[src/rtl/mult_shift_add_n.sv]
// mult_shift_add_n: sequential shift-and-add unsigned multiplier, one
// multiplier bit per clock. Start/Done handshake with a Busy status.
// Optional build macro MULT_EARLY_EXIT_EN: finish as soon as the remaining
// multiplier bits are all zero (result identical to the full run).
module mult_shift_add_n #(
  parameter int WIDTH = 4
) (
  input  logic               clk,
  input  logic               rst_n,
  input  logic               St,
  input  logic [WIDTH-1:0]   Mplier,
  input  logic [WIDTH-1:0]   Mcand,
  output logic               Busy,
  output logic               Done,
  output logic [2*WIDTH:0]   ACC
);

  localparam int CNT_W = $clog2(WIDTH+1);

  typedef enum logic [1:0] {IDLE, CALC, DONE} state_t;

  state_t             state, state_nxt;
  logic [CNT_W-1:0]   cnt, cnt_nxt;
  logic [WIDTH-1:0]   mcand_r, mcand_nxt;
  logic [2*WIDTH:0]   acc_nxt;
  logic [WIDTH:0]     sum;

`ifdef MULT_EARLY_EXIT_EN
  // Mask of the multiplier bits not yet consumed (low cnt bits of ACC).
  // With cnt==WIDTH the shift wraps to zero and the mask becomes all ones.
  logic [WIDTH-1:0]   rem_mask;
  logic               rem_zero;
  always_comb begin
    rem_mask = ({{(WIDTH-1){1'b0}}, 1'b1} << cnt) - {{(WIDTH-1){1'b0}}, 1'b1};
    rem_zero = ~|(ACC[WIDTH-1:0] & rem_mask);
  end
`endif

  // Upper half plus multiplicand when the current multiplier bit is set.
  always_comb begin
    sum = ACC[2*WIDTH:WIDTH] + (ACC[0] ? {1'b0, mcand_r} : {(WIDTH+1){1'b0}});
  end

  // Next-state and datapath update; defaults hold everything.
  always_comb begin
    state_nxt = state;
    cnt_nxt   = cnt;
    mcand_nxt = mcand_r;
    acc_nxt   = ACC;
    unique case (state)
      IDLE: begin
        if (St) begin
          acc_nxt   = {{(WIDTH+1){1'b0}}, Mplier};
          mcand_nxt = Mcand;
          cnt_nxt   = CNT_W'(WIDTH);
          state_nxt = CALC;
        end
      end
      CALC: begin
`ifdef MULT_EARLY_EXIT_EN
        if (rem_zero) begin
          // Nothing left to add: align the product in one shift.
          acc_nxt   = ACC >> cnt;
          cnt_nxt   = '0;
          state_nxt = DONE;
        end else begin
          acc_nxt = {1'b0, sum, ACC[WIDTH-1:1]};
          cnt_nxt = cnt - 1'b1;
          if (cnt == CNT_W'(1)) state_nxt = DONE;
        end
`else
        acc_nxt = {1'b0, sum, ACC[WIDTH-1:1]};
        cnt_nxt = cnt - 1'b1;
        if (cnt == CNT_W'(1)) state_nxt = DONE;
`endif
      end
      DONE: begin
        state_nxt = IDLE;
      end
      default: begin
        state_nxt = IDLE;
      end
    endcase
  end

  // State, datapath and registered status flags.
  always_ff @(posedge clk or negedge rst_n) begin
    if (!rst_n) begin
      state   <= IDLE;
      cnt     <= '0;
      mcand_r <= '0;
      ACC     <= '0;
      Busy    <= 1'b0;
      Done    <= 1'b0;
    end else begin
      state   <= state_nxt;
      cnt     <= cnt_nxt;
      mcand_r <= mcand_nxt;
      ACC     <= acc_nxt;
      Busy    <= (state_nxt == CALC);
      Done    <= (state_nxt == DONE);
    end
  end

endmodule

[config.mk]
export PLATFORM = sky130hd
export DESIGN_NAME = mult_shift_add_n
export DESIGN_NICKNAME = d
export VERILOG_FILES = /design/src/rtl/mult_shift_add_n.sv
export SDC_FILE = /design/constraint.sdc
export NUM_CORES = 1
export LEC_CHECK = 0
export BUFFER_PORTS_ARGS = -buffer_cell sky130_fd_sc_hd__buf_2
export CAP_MARGIN = 20
export CORE_MARGIN = 3
export CORE_UTILIZATION = 56
export CTS_CLUSTER_DIAMETER = 40
export DETAILED_ROUTE_END_ITERATION = 8
export GPL_TIMING_DRIVEN = 0
export HOLD_SLACK_MARGIN = 0.08
export PLACE_DENSITY = 0.81
export SLEW_MARGIN = 30
export SYNTH_ARGS = -nofsm -noshare
export SYNTH_HDL_FRONTEND = slang
export SYNTH_SLANG_ARGS = --single-unit
[constraint.sdc]
create_clock -name clk -period 3.9 [get_ports clk]
set_input_delay 0.39 -clock clk [delete_from_list [all_inputs] [get_ports clk]]
set_output_delay 0.39 -clock clk [all_outputs]
set_load 0.02 [all_outputs]
== Word level (Yosys, flattened, before mapping) ==
Index checks and enable logic that the tools add are counted.
Word-level totals
  flip-flop bits (word level): 20
  ROM bits: 0
  bits of input ports: 11
  memories: 0
  bits in writable memories: 0
  bits in latches: 0
Cells by class
  shift operators: 0
  $mul: 0
  equality and inequality tests: 5
  div/mod/pow operators: 0
  bitwise operators: 0
  reductions and logical operators: 4
  multiplexer cells: 8
  $lt $le $gt $ge: 0
  add/sub/neg operators: 2
Operators by type and width (count)
  one-hot mux 9 bit (2 select lines): 1
  2-to-1 mux 9 bit: 1
  one-hot mux 3 bit (2 select lines): 1
  adder 5 x 4 -> 5 bit: 1
  == test 2 x 1 -> 1 bit, second input constant: 2
  2-to-1 mux 2 bit: 2
  2-to-1 mux 4 bit: 1
  one-hot mux 2 bit (2 select lines): 1
  AND reduction 2 bit: 2
  == test 3 x 1 -> 1 bit, second input constant: 1
  2-to-1 mux 3 bit: 1
  subtractor 3 x 1 -> 3 bit, second input constant: 1
  == test 2 bit, second input constant: 1
  logical NOT 2 bit: 1
  != test 2 bit, second input constant: 1
  nonzero test 2 bit: 1

== Depth between registers and ports, before layout ==
  depth in word-level cells: 4
  mapped depth: 8

== Least setup slack after synthesis ==
OpenSTA, ideal clock, no wires.
  path type: reg2reg
  from: reg ACC[0]
  to: reg ACC[7]
  stages on the path, launching flop included: 9
  arrival: 1.551 ns
  clock period less this slack: 1.633 ns
  buffers on the path: 0
  setup slack: 2.267 ns
  cell sequence: dfrtp_1 > and2_1 > ha_1 > inv_1 > fa_1 > inv_1 > a21o_1 > a21oi_1 > o21ai_0
On the way
  longest elaborated chain between the ends: 3
RTL lines
  from (decl): line 15  | output logic [2*WIDTH:0] ACC
  from (signal assigned): line 99  | ACC <= acc_nxt;
  2-to-1 mux 4 bit: line 41  | sum = ACC[2*WIDTH:WIDTH] + (ACC[0] ? {1'b0, mcand_r} : {(WIDTH+1){1'b0}});
  adder 5 x 4 -> 5 bit: line 41
  one-hot mux 9 bit (2 select lines): line 50  | unique case (state)
Every way passes these cells.
A chain may end at the register's enable or synchronous reset.

== Worst setup path in the final report ==
Same ends and word-level chain as after synthesis.

==> impl_metrics.py <==
metrics = {
    "sta": {
        "fin_skew_ns": 0.00186,
        "fin_crit_ns": 1.67,
        "max_freq_ghz": 0.597,
        "period_share": 0.429,
        "finalSetupViolations": 0,
        "final_max_slew_viol_count": 0,
        "rsz0062_at_grt": "false",
        "tns_ns": 0,
        "hold_violations": 0,
    },
    "clock_tree": {
        "cts_max_level": 1,
        "clock_path_buffers": 2,
        "cts_buffers": 3,
        "cts.sinks": 19,
        "clkSlewWorstSetupHoldPaths_ns": 0.10,
        "postCtsSetupRepairBufs": 0,
        "cts_tree": "done",
        "clkLatencyLatePin_ns": 0.30,
        "cts_root_buffer": "clkbuf_4",
    },
    "power": {
        "p_per_area_nw_per_um2": 700,
        "p_leak_nw": 0.606,
        "p_total_uw": 794,
        "irDropWorstVdd_uv": 416,
    },
    "route": {
        "drtIter0Drc": 7,
        "vias_per_cell": 5.66,
        "num_vias": 741,
        "wl_per_cell_um": 13.7,
        "postRouteAntennaNets": 0,
        "drc_errors": 0,
        "wl_um": 1790,
        "firstDrtPassIters": 4,
    },
    "global_routing": {
        "antenna_found_initial": 0,
        "grt_pass1_vias": 678,
        "grt_overflow_total": 0,
        "grt_pass1_wl_um": 2930,
        "grtUsageTotal": 0.195,
        "grt_max_degree": 20,
    },
    "synthesis": {
        "synthSimpleGateAreaFrac": 0.145,
        "synth-compound-area-share": 0.165,
        "yosys.cell_types.count": 23,
        "synth_xor_area_frac": 0.0179,
        "syn_area_per_cell_um2": 10.9,
        "syn_inst": 90,
        "yosys_warnings": 0,
        "yosysSeqAreaShare": 0.486,
        "yosys_register_bits": 19,
        "syn-cell-area_um2": 978,
        "syn_nets": 108,
        "synthMuxAreaShare": 0.0460,
        "synth_top_family_by_area": "compound AO/OA/AOI/OAI gates",
        "yosys.area_share.adder": 0.0972,
    },
    "worst_hold_path": {
        "hp-class": "in -> reg",
        "hp-start": "Mcand[1]",
    },
    "finish": {
        "fin_area_um2": 1130,
        "areaGrowthSynthToFinish_pct": 16.0,
        "final_util": 0.720,
        "drive_above_1_share": 0.313,
        "fin_nets": 134,
        "antennaDiodeCount": 0,
        "fin_cells": 131,
    },
    "floorplanning": {
        "coreArea_um2": 1580,
        "die-area_um2": 2280,
        "io-pin-count": 22,
        "dieWidth_um": 47.8,
        "initial_core_util": 0.621,
        "die_height_um": 47.8,
        "row_count": 14,
    },
    "place": {
        "routabilityCongestion": 0.770,
        "hpwl_um": 1350,
        "dpl_cell_area_um2": 1100,
        "placed_cells": 126,
        "port-buffer-count": 20,
    },
    "setup_path": {
        "endpoint_kind": "register",
        "reg2reg_from": "ACC[0]",
        "crit_arrival_ns": 1.89,
        "path_class": "reg -> reg",
        "startpoint_type": "register",
        "required_ns": 4.12,
        "crit_fanout": 7,
        "cp-startpoint": "ACC[0]",
    },
    "run_status": {
        "status": "finished, final reports clean",
    },
    "run": {
        "cap_violations": 0,
    },
}
==> metal layers <==
layer  wire, µm  track usage  vias up
li1           -            -      360
met1        799        0.236      357
met2        853        0.290       17
met3         71       0.0489        7
met4         66        0.156        0
met5          0            0        -
==> state kept, by name, indices dropped and copies added (netlist names) <==
| name | flops |
|---|---|
| ACC | 8 |
| mcand_r | 4 |
| cnt | 3 |
| state | 2 |
| Busy | 1 |
| Done | 1 |
==> critical path, stage by stage, from the launching register on <==
cell     delay, ns
dfrtp_1       0.45
and2_1        0.16
ha_1          0.16
inv_1         0.05
fa_1          0.39
inv_1         0.08
a21o_1        0.10
a21oi_1       0.05
o21ai_0       0.15
==> where the power goes <==
part | total (mW) | switching (mW) | internal (mW)
combinational | 0.355 | 0.202 | 0.154
clock | 0.0982 | 0.0583 | 0.0399
sequential | 0.340 | 0.0615 | 0.279
total | 0.794 | 0.322 | 0.472
==> logic make-up (layout without fill, tap and decap cells) <==
logic type / count (synthesis) / count (layout)
other: 1 / 1
DFF: 19 / 19
and+or+nand+nor: 21 / 21
muxes: 4 / 4
adders and majority gates: 7 / 7
buffers and inverters: 9 / 34
AOI/OAI and AO/OA: 27 / 27
xor gates and xnor gates: 2 / 2
==> cell type report <==
cell class / count / area, µm²
clock buffer: 4 / 26.3
inverter: 7 / 26.3
tap: 16 / 20.0
fill: 124 / 442
timing repair buffer: 21 / 110
sequential: 19 / 475
multi-input combinational: 62 / 464
buffer: 2 / 12.5
==> Yosys cell counts <==
library cell	n	share of area
o21bai_2	1	0.012
inv_1	7	0.027
and3_1	2	0.013
ha_1	6	0.077
nor2b_4	2	0.028
a21oi_1	6	0.031
nand2b_1	1	0.0064
dfrtp_1	19	0.49
and2b_1	1	0.0077
a22oi_1	5	0.038
o21ai_0	11	0.056
and2_1	3	0.019
xor2_1	2	0.018
buf_4	1	0.0077
nand2_1	7	0.027
and2b_2	4	0.036
a21o_1	2	0.015
nand3b_1	1	0.0077
mux2_2	4	0.046
fa_1	1	0.020
buf_2	1	0.0051
a31oi_1	2	0.013
conb_1	1	0.0038
==> repair_timing <==
| action | CTS | global route |
|---|---|---|
| resized for setup | 0 | 0 |
| endpoints found under the hold margin | 19 | 0 |
| hold buffers | 1 | 0 |
==> metrics by stage <==
step / setup slack, ns / hold WS, ns
after floorplan: 2.27 / 0.0944
after global placement: 2.28 / 0.343
after detailed placement: 2.22 / 0.349
after CTS: 2.20 / 0.306
after global routing: 2.01 / 0.303
final: 2.23 / 0.316
==> layout by cell type (no fill, tap or decap) <==
cell type / n
clkbuf_1: 1
ha_1: 6
inv_1: 7
fa_1: 1
a22oi_1: 5
nor2b_4: 2
and2b_1: 1
o21ai_0: 11
nand2_1: 7
a21o_1: 2
and3_1: 2
dlygate4sd3_1: 1
dfrtp_1: 19
a31oi_1: 2
xor2_1: 2
and2b_2: 4
buf_4: 1
nand3b_1: 1
buf_2: 21
nand2b_1: 1
mux2_2: 4
a21oi_1: 6
and2_1: 3
conb_1: 1
o21bai_2: 1
clkbuf_4: 3
==> final timing paths <==
kind,cells past startpoint,slack (ns),to
setup reg to reg,8,2.23,ACC[7]
hold / removal,2,0.32,mcand_r[1]
setup / recovery,8,2.23,ACC[7]
hold reg to reg,2,0.50,cnt[1]
min in group asynchronous,2,0.55,ACC[1]
max in group asynchronous,2,3.05,ACC[6]
No activity file was read; power rests on OpenSTA's default activity.
